[src/rtl/rc4_pkg.sv]
`default_nettype none
// +-----------------------------------------------------------------------+
// | rc4_pkg : shared constants and state encoding for the RC4 stages      |
// | Revision: 1.0                                                         |
// +-----------------------------------------------------------------------+
package rc4_pkg;

  localparam int S_DEPTH  = 256;
  localparam int S_ADDR_W = 8;

  typedef enum logic [1:0] {
    IDLE  = 2'd0,
    WRITE = 2'd1,
    DONE  = 2'd2
  } rc4_state_e;

endpackage
`default_nettype wire

[src/rtl/s_array_init.sv]
`default_nettype none
// +-----------------------------------------------------------------------+
// | s_array_init : fills the S-array with the identity permutation on     |
// | a start pulse, then returns a one-cycle done pulse and re-arms.        |
// | Revision: 1.0                                                         |
// +-----------------------------------------------------------------------+
module s_array_init
  import rc4_pkg::*;
#(
  parameter  int DEPTH  = S_DEPTH,
  localparam int ADDR_W = $clog2(DEPTH)
) (
  input  logic              clk,
  input  logic              rst_n,
  input  logic              start,
  output logic              busy,
  output logic              done,
  output logic [ADDR_W-1:0] mem_addr,
  output logic [ADDR_W-1:0] mem_data,
  output logic              mem_wren
);

  localparam logic [ADDR_W-1:0] LAST_IDX = ADDR_W'(DEPTH - 1);

  rc4_state_e        state_q, state_d;
  logic [ADDR_W-1:0] cnt_q, cnt_d;

  always_ff @(posedge clk or negedge rst_n) begin
    if (!rst_n) begin
      state_q <= IDLE;
      cnt_q   <= '0;
    end else begin
      state_q <= state_d;
      cnt_q   <= cnt_d;
    end
  end

  // Terminal compare on LAST_IDX keeps the counter from relying on wrap.
  always_comb begin
    state_d = state_q;
    cnt_d   = cnt_q;
    case (state_q)
      IDLE: begin
        cnt_d = '0;
        if (start) state_d = WRITE;
      end
      WRITE: begin
        if (cnt_q == LAST_IDX) begin
          state_d = DONE;
          cnt_d   = '0;
        end else begin
          cnt_d = cnt_q + 1'b1;
        end
      end
      DONE: begin
        state_d = IDLE;
        cnt_d   = '0;
      end
      default: begin
        state_d = IDLE;
        cnt_d   = '0;
      end
    endcase
  end

  assign busy     = (state_q == WRITE);
  assign mem_wren = (state_q == WRITE);
  assign done     = (state_q == DONE);
  assign mem_addr = cnt_q;
  assign mem_data = cnt_q;

endmodule
`default_nettype wire

[config.mk]
export PLATFORM = sky130hd
export DESIGN_NAME = s_array_init
export DESIGN_NICKNAME = d
export VERILOG_FILES = /design/src/rtl/rc4_pkg.sv /design/src/rtl/s_array_init.sv
export SDC_FILE = /design/constraint.sdc
export NUM_CORES = 1
export LEC_CHECK = 0
export CAP_MARGIN = 20
export CORE_UTILIZATION = 36
export CTS_CLUSTER_SIZE = 20
export DETAILED_ROUTE_END_ITERATION = 8
export PLACE_DENSITY = 0.72
export SLEW_MARGIN = 20
export SYNTH_ARGS = -nofsm -noshare
export SYNTH_HDL_FRONTEND = slang
export SYNTH_SLANG_ARGS = --single-unit
[constraint.sdc]
create_clock -name clk -period 1.5 [get_ports clk]
set_clock_uncertainty 0.15 [all_clocks]
set_input_delay 0.225 -clock clk [delete_from_list [all_inputs] [get_ports clk]]
set_output_delay 0.225 -clock clk [all_outputs]
set_load 0.02 [all_outputs]
==> flow_summary.ini, run 1 <==
[final_layout]
utilization = 0.5468
final_area_sq_um = 738.2
fillers = 130
area_growth_pct = 37.53
n_antenna_cell = 0
layout-drive-gt1-share = 0.2133
nets = 80

[worst_setup_path]
path_cells = dlygate4sd2_1
critPathSlowestCell = dfrtp_1
cp_top_family = flip-flops
critPathArrivalTime_ns = 1.05
path_max_fanout = 5
worstSetupPathType = flip-flop to output port
path_buf_inv = 1
max_stage_delay_ns = 0.43
required_ns = 1.12
r2r_start = mem_addr[1]
crit_path_end_kind = output port
setup.worst_path.start = mem_addr[1]
cp-start-kind = flip-flop

[cts]
clock_latency_ns = 0.26
h-tree-depth = 1
clkSinkCount = 10
clock_path_buffers = 2
cts-buffers-inserted = 3
cts_tree = built
cts_root_buffer = clkbuf_4
cts.clk_slew.worst_paths_ns = 0.06
postCtsHoldBufs = 0
post_cts_buffers = 0

[timing]
hold_viol = 0
slew_headroom = 0.6982
finalCriticalPeriod_ns = 1.426
whs_ns = 0.1304
final.period_utilization = 0.9506
worstMarginPinSlew_ns = 0.4512
setup_tns_ns = 0
setup_violations = 0
rsz0062_at_grt = false
max_freq_mhz = 701.3
maxSlewViolCount = 0

[floorplan]
io_pins = 22
chipWidth_microns = 40.62
die_h_microns = 40.62
rows = 13
core_sq_um = 1350
die-area_sq_um = 1650
initial_utilization = 0.3976

[routing]
wl_per_cell_microns = 11.52
drtIter0Drc = 4
dr.pass1.iters = 4
ant_nets = 0
totalWireLength_microns = 1037
vias = 431
via_per_inst = 4.789
drc = 0

[yosys]
syn_area_per_cell_sq_um = 9.759
synth_top_area_frac = 0.4662
syn_nets = 59
yosys.cell_types.count = 23
ys_seq_elements = 10
netlist_area_sq_um = 536.8
yosysWarnings = 0
synth_cells = 55
synth_area_leaders = dfrtp_1 47%, buf_4 13%, and4_4 4.2%
synth_largest_area_cell = dfrtp_1
ys_seq_area_frac = 0.4662

[global_route]
grt_pass1_vias = 388
grt_max_degree = 11
grt_antenna_before_repair = 0
grt.overflow.total = 0
grt_first_pass_wirelength_microns = 1725
grt.total_usage = 0.1630

[pwr]
ir_worst_vdd_uv = 871.4
leakagePower_nw = 0.3487
power_density_nw_per_um2 = 1992

[placement]
placed_cell_area_sq_um = 737.0
dp_hpwl_microns = 819.5
place.port_buffers = 21
place_congestion = 0.7221

[outcome]
status = completed

[flow_run]
drv_cap = 0

[min_path]
hp-class = input pin to async pin
[per-layer routing]
metal	wire length, microns	GRT usage	part of all wire	vias to the layer above
met1	461	0.2027	0.44	196
met3	64	0.09783	0.062	0
li1	-	-	-	221
met2	510	0.2579	0.49	14
met4	0	0	0	0
met5	0	0	0	-
[power by group]
part | internal [mW] | switching (mW)
logic | 0.355 | 0.476
clock network | 0.102 | 0.0818
registers | 0.362 | 0.0932
[Yosys cell counts, drive strengths merged]
cell type / instances
nand3: 4
a31oi: 1
buf: 11
xor2: 1
nor3: 3
or3: 1
and2: 2
o21ai: 1
a21oi: 3
nor2b: 1
a311oi: 1
nand2: 3
ha: 1
and4: 2
inv: 1
dfrtp: 10
a211oi: 1
nor2: 3
nand4: 1
and3: 1
nand2b: 1
xnor2: 2
[flip-flops by register name, summed over array words and instances (netlist names)]
register and cells:
state_q 2, mem_addr 8
[per-stage QoR]
step	cells	power (mW)	worst slack, ns
floorplan	55	1.054	0.01122
detailed placement	86	1.410	-0.09928
global route	90	1.604	0.006967
finish	90	1.471	0.07411
global placement	86	1.400	-0.06053
CTS	90	1.476	0.06046
[worst paths after layout]
check                               to  slack, ns  cells past startpoint
min reg2reg                 state_q[0]       0.36                      1
min in group clk            state_q[0]       0.36                      1
max                        mem_data[1]       0.07                      1
max reg2reg                mem_addr[6]       0.11                      4
max in group asynchronous  mem_addr[0]       0.73                      1
min                        mem_addr[2]       0.13                      1
[cell type report]
class	count	area, sq um	area share
Clock buffer	4	26.28	0.03559
Multi-Input combinational cell	33	217.7	0.2949
Timing Repair Buffer	27	220.2	0.2983
Sequential cell	10	251.5	0.3407
Inverter	1	3.754	0.005085
Tap cell	15	18.77	0.02542
[repair_timing]
| action | CTS | global route |
|---|---|---|
| endpoints found under the setup margin | 19 | 1 |
| resized for setup | 28 | 1 |
| hold endpoints to repair | 0 | 0 |
[cell usage in the layout, fill, tap and decap left out, types with 3 or more instances in the layout]
cell           count
dlygate4sd2_1     16
dfrtp_1            9
buf_4              6
nand3_1            4
nand2_1            3
a21oi_1            3
nor3_1             3
nor2_1             3
clkbuf_4           3
buf_2              3
[cells by family after synthesis]
kind of cell	count (synthesis)	synth area share
flops	10	0.4662
buf+inv	12	0.1515
compound gates	7	0.07925
fa+ha+maj	1	0.02331
simple gates	22	0.2308
xor+xnor	3	0.04896
(Power assumes the default switching activity.)
==> inputs of run 2 (changes only) <==
--- a/config.mk
+++ b/config.mk
@@ -7,6 +7,7 @@
 export LEC_CHECK = 0
 export CAP_MARGIN = 20
 export CORE_UTILIZATION = 36
+export CTS_CLUSTER_DIAMETER = 40
 export CTS_CLUSTER_SIZE = 20
 export DETAILED_ROUTE_END_ITERATION = 8
 export PLACE_DENSITY = 0.72
==> results of run 2 <==
No change in the layout: final DEF, timing and power equal those of run 1.
==> inputs of run 3 (changes only) <==
--- a/config.mk
+++ b/config.mk
@@ -6,6 +6,7 @@
 export NUM_CORES = 1
 export LEC_CHECK = 0
 export CAP_MARGIN = 20
+export CORE_MARGIN = 2
 export CORE_UTILIZATION = 36
 export CTS_CLUSTER_DIAMETER = 40
 export CTS_CLUSTER_SIZE = 20
==> run 3 against run 2 <==
Die area rose by 10%. Highest routed layer is now met4. Critical path type unchanged. Register-to-register slack gained 0.02 ns. Wire length is 4.2% higher. Critical endpoint is now mem_addr[1]. Via count grew 2.8%. Power up 3.8%. Global-route usage fell by 2.5 points. Clock power up 31%. Non-clock buffer count unchanged. Clock-buffer cell count is the same.
==> flow_summary.ini, run 3 (synthesized netlist as in run 1, its figures left out) <==
[cts]
clock_latency_ns = 0.26
cts-buffers-inserted = 3
postCtsHoldBufs = 0
cts.clk_slew.worst_paths_ns = 0.07
cts_root_buffer = clkbuf_4
clkSinkCount = 10
h-tree-depth = 1
post_cts_buffers = 0
cts_tree = built
clock_path_buffers = 2

[final_layout]
largest_register_ff_count = 8
final_area_sq_um = 748.2
multi_input_area_sq_um = 217.7
regArea_sq_um = 251.5
layout_commonest_cell = dlygate4sd2_1
nets = 80
layout_common_cells = 16 x dlygate4sd2_1, 9 x dfrtp_1, 6 x buf_4, 4 x nand3_1
n_antenna_cell = 0
layout-drive-gt1-share = 0.2267
area_growth_pct = 39.39
fillers = 126

[routing]
totalWireLength_microns = 1081
drc = 0
vias = 443
ant_nets = 0
dr.pass1.iters = 3
wl_per_cell_microns = 12.01
via_per_inst = 4.922
drtIter0Drc = 5

[timing]
worstMarginPinSlew_ns = 0.4390
slew_headroom = 0.7064
rsz0062_at_grt = true
hold_viol = 0
finalCriticalPeriod_ns = 1.429
setup_violations = 0
max_freq_mhz = 699.8
whs_ns = 0.1198
final.period_utilization = 0.9526
maxSlewViolCount = 0

[global_route]
grt_pass1_vias = 422
grt_first_pass_wirelength_microns = 1863
grt_antenna_before_repair = 0
grt_max_degree = 11
grt.total_usage = 0.1379
grt.overflow.total = 0

[worst_setup_path]
rrSetupSlack_ns = 0.13
path_buf_inv = 1
required_ns = 1.12
cp_top_family = flip-flops
cp-start-kind = flip-flop
ff2ff_path_depth = 4
crit_path_end_kind = output port
rr_endpoint = state_q[0]
setup.worst_path.end = mem_addr[1]
max_stage_delay_ns = 0.43
path_max_fanout = 5
r2r_start = mem_addr[3]
worst-path-stages = 1
critPathArrivalTime_ns = 1.05
critPathSlowestCell = dfrtp_1
worstSetupPathType = flip-flop to output port
setup.worst_path.start = mem_addr[1]
path_cells = dlygate4sd2_1

[floorplan]
io_pins = 22
chipWidth_microns = 42.62
die_h_microns = 42.62
rows = 13
initial_utilization = 0.3976
core_sq_um = 1350
die-area_sq_um = 1816

[flow_run]
drv_cap = 0

[min_path]
hp-class = input pin to async pin

[outcome]
status = completed

[pwr]
leakagePower_nw = 0.3547
ir_worst_vdd_uv = 827.2
power_density_nw_per_um2 = 2039

[placement]
placed_cell_area_sq_um = 737.0
dp_hpwl_microns = 808.2
place_congestion = 0.7416
place.port_buffers = 21
-- run 3: worst min path at each step --
stage	startpoint	to	slack (ns)	depth (start not counted)
6_report	rst_n	state_q[0]	0.12	1
5_1_grt	rst_n	mem_addr[7]	0.16	1
4_1_cts	rst_n	mem_addr[7]	0.13	1
3_5_place_dp	mem_addr[0]	mem_addr[0]	0.35	1
3_3_place_gp	mem_addr[0]	mem_addr[0]	0.34	1
2_1_floorplan	rst_n	mem_addr[0]	-0.22	0
-- run 3: power by group --
part | switching, mW | total, mW | internal (mW)
registers | 0.0948 | 0.457 | 0.362
logic | 0.473 | 0.828 | 0.355
clock network | 0.0942 | 0.241 | 0.147
-- run 3: worst register-to-register path, cell delays in order, from the launching register on --
cell and delay (ns):
dfrtp_1 0.39, buf_4 0.16, and4_4 0.17, and4_4 0.21, a211oi_1 0.21
-- run 3: metrics by stage --
| stage | power (mW) | util | setup WS, ns | setup TNS (ns) | cells |
|---|---|---|---|---|---|
| finish | 1.526 | 0.5542 | 0.07103 | 0 | 90 |
| global placement | 1.404 | 0.5459 | -0.05996 | -0.1282 | 86 |
| detailed placement | 1.412 | 0.5459 | -0.08387 | -0.1983 | 86 |
| floorplan | 1.054 | - | 0.01122 | 0 | 55 |
| CTS | 1.532 | 0.5468 | 0.05215 | 0 | 90 |
| global route | 1.647 | 0.5542 | -0.01461 | -0.02652 | 90 |
-- run 3: layer usage --
metal | share of wire | global-route usage | vias up
li1 | - | - | 219
met1 | 0.46 | 0.1645 | 211
met2 | 0.49 | 0.2277 | 11
met3 | 0.041 | 0.01724 | 2
met4 | 0.013 | 0.09375 | 0
met5 | 0 | 0 | -
-- run 3: area by class of cell --
type / instances / share of cell area
multi-input combinational: 33 / 0.2910
inverter: 1 / 0.005017
timing repair buffer: 27 / 0.2943
sequential: 10 / 0.3361
clock buffer: 4 / 0.04849
tap: 15 / 0.02508
-- run 3: what timing repair did --
action	4_1_cts	5_1_grt
gates resized for setup	28	1
gates cloned	0	0
setup endpoints to repair	19	3
endpoints found under the hold margin	0	0
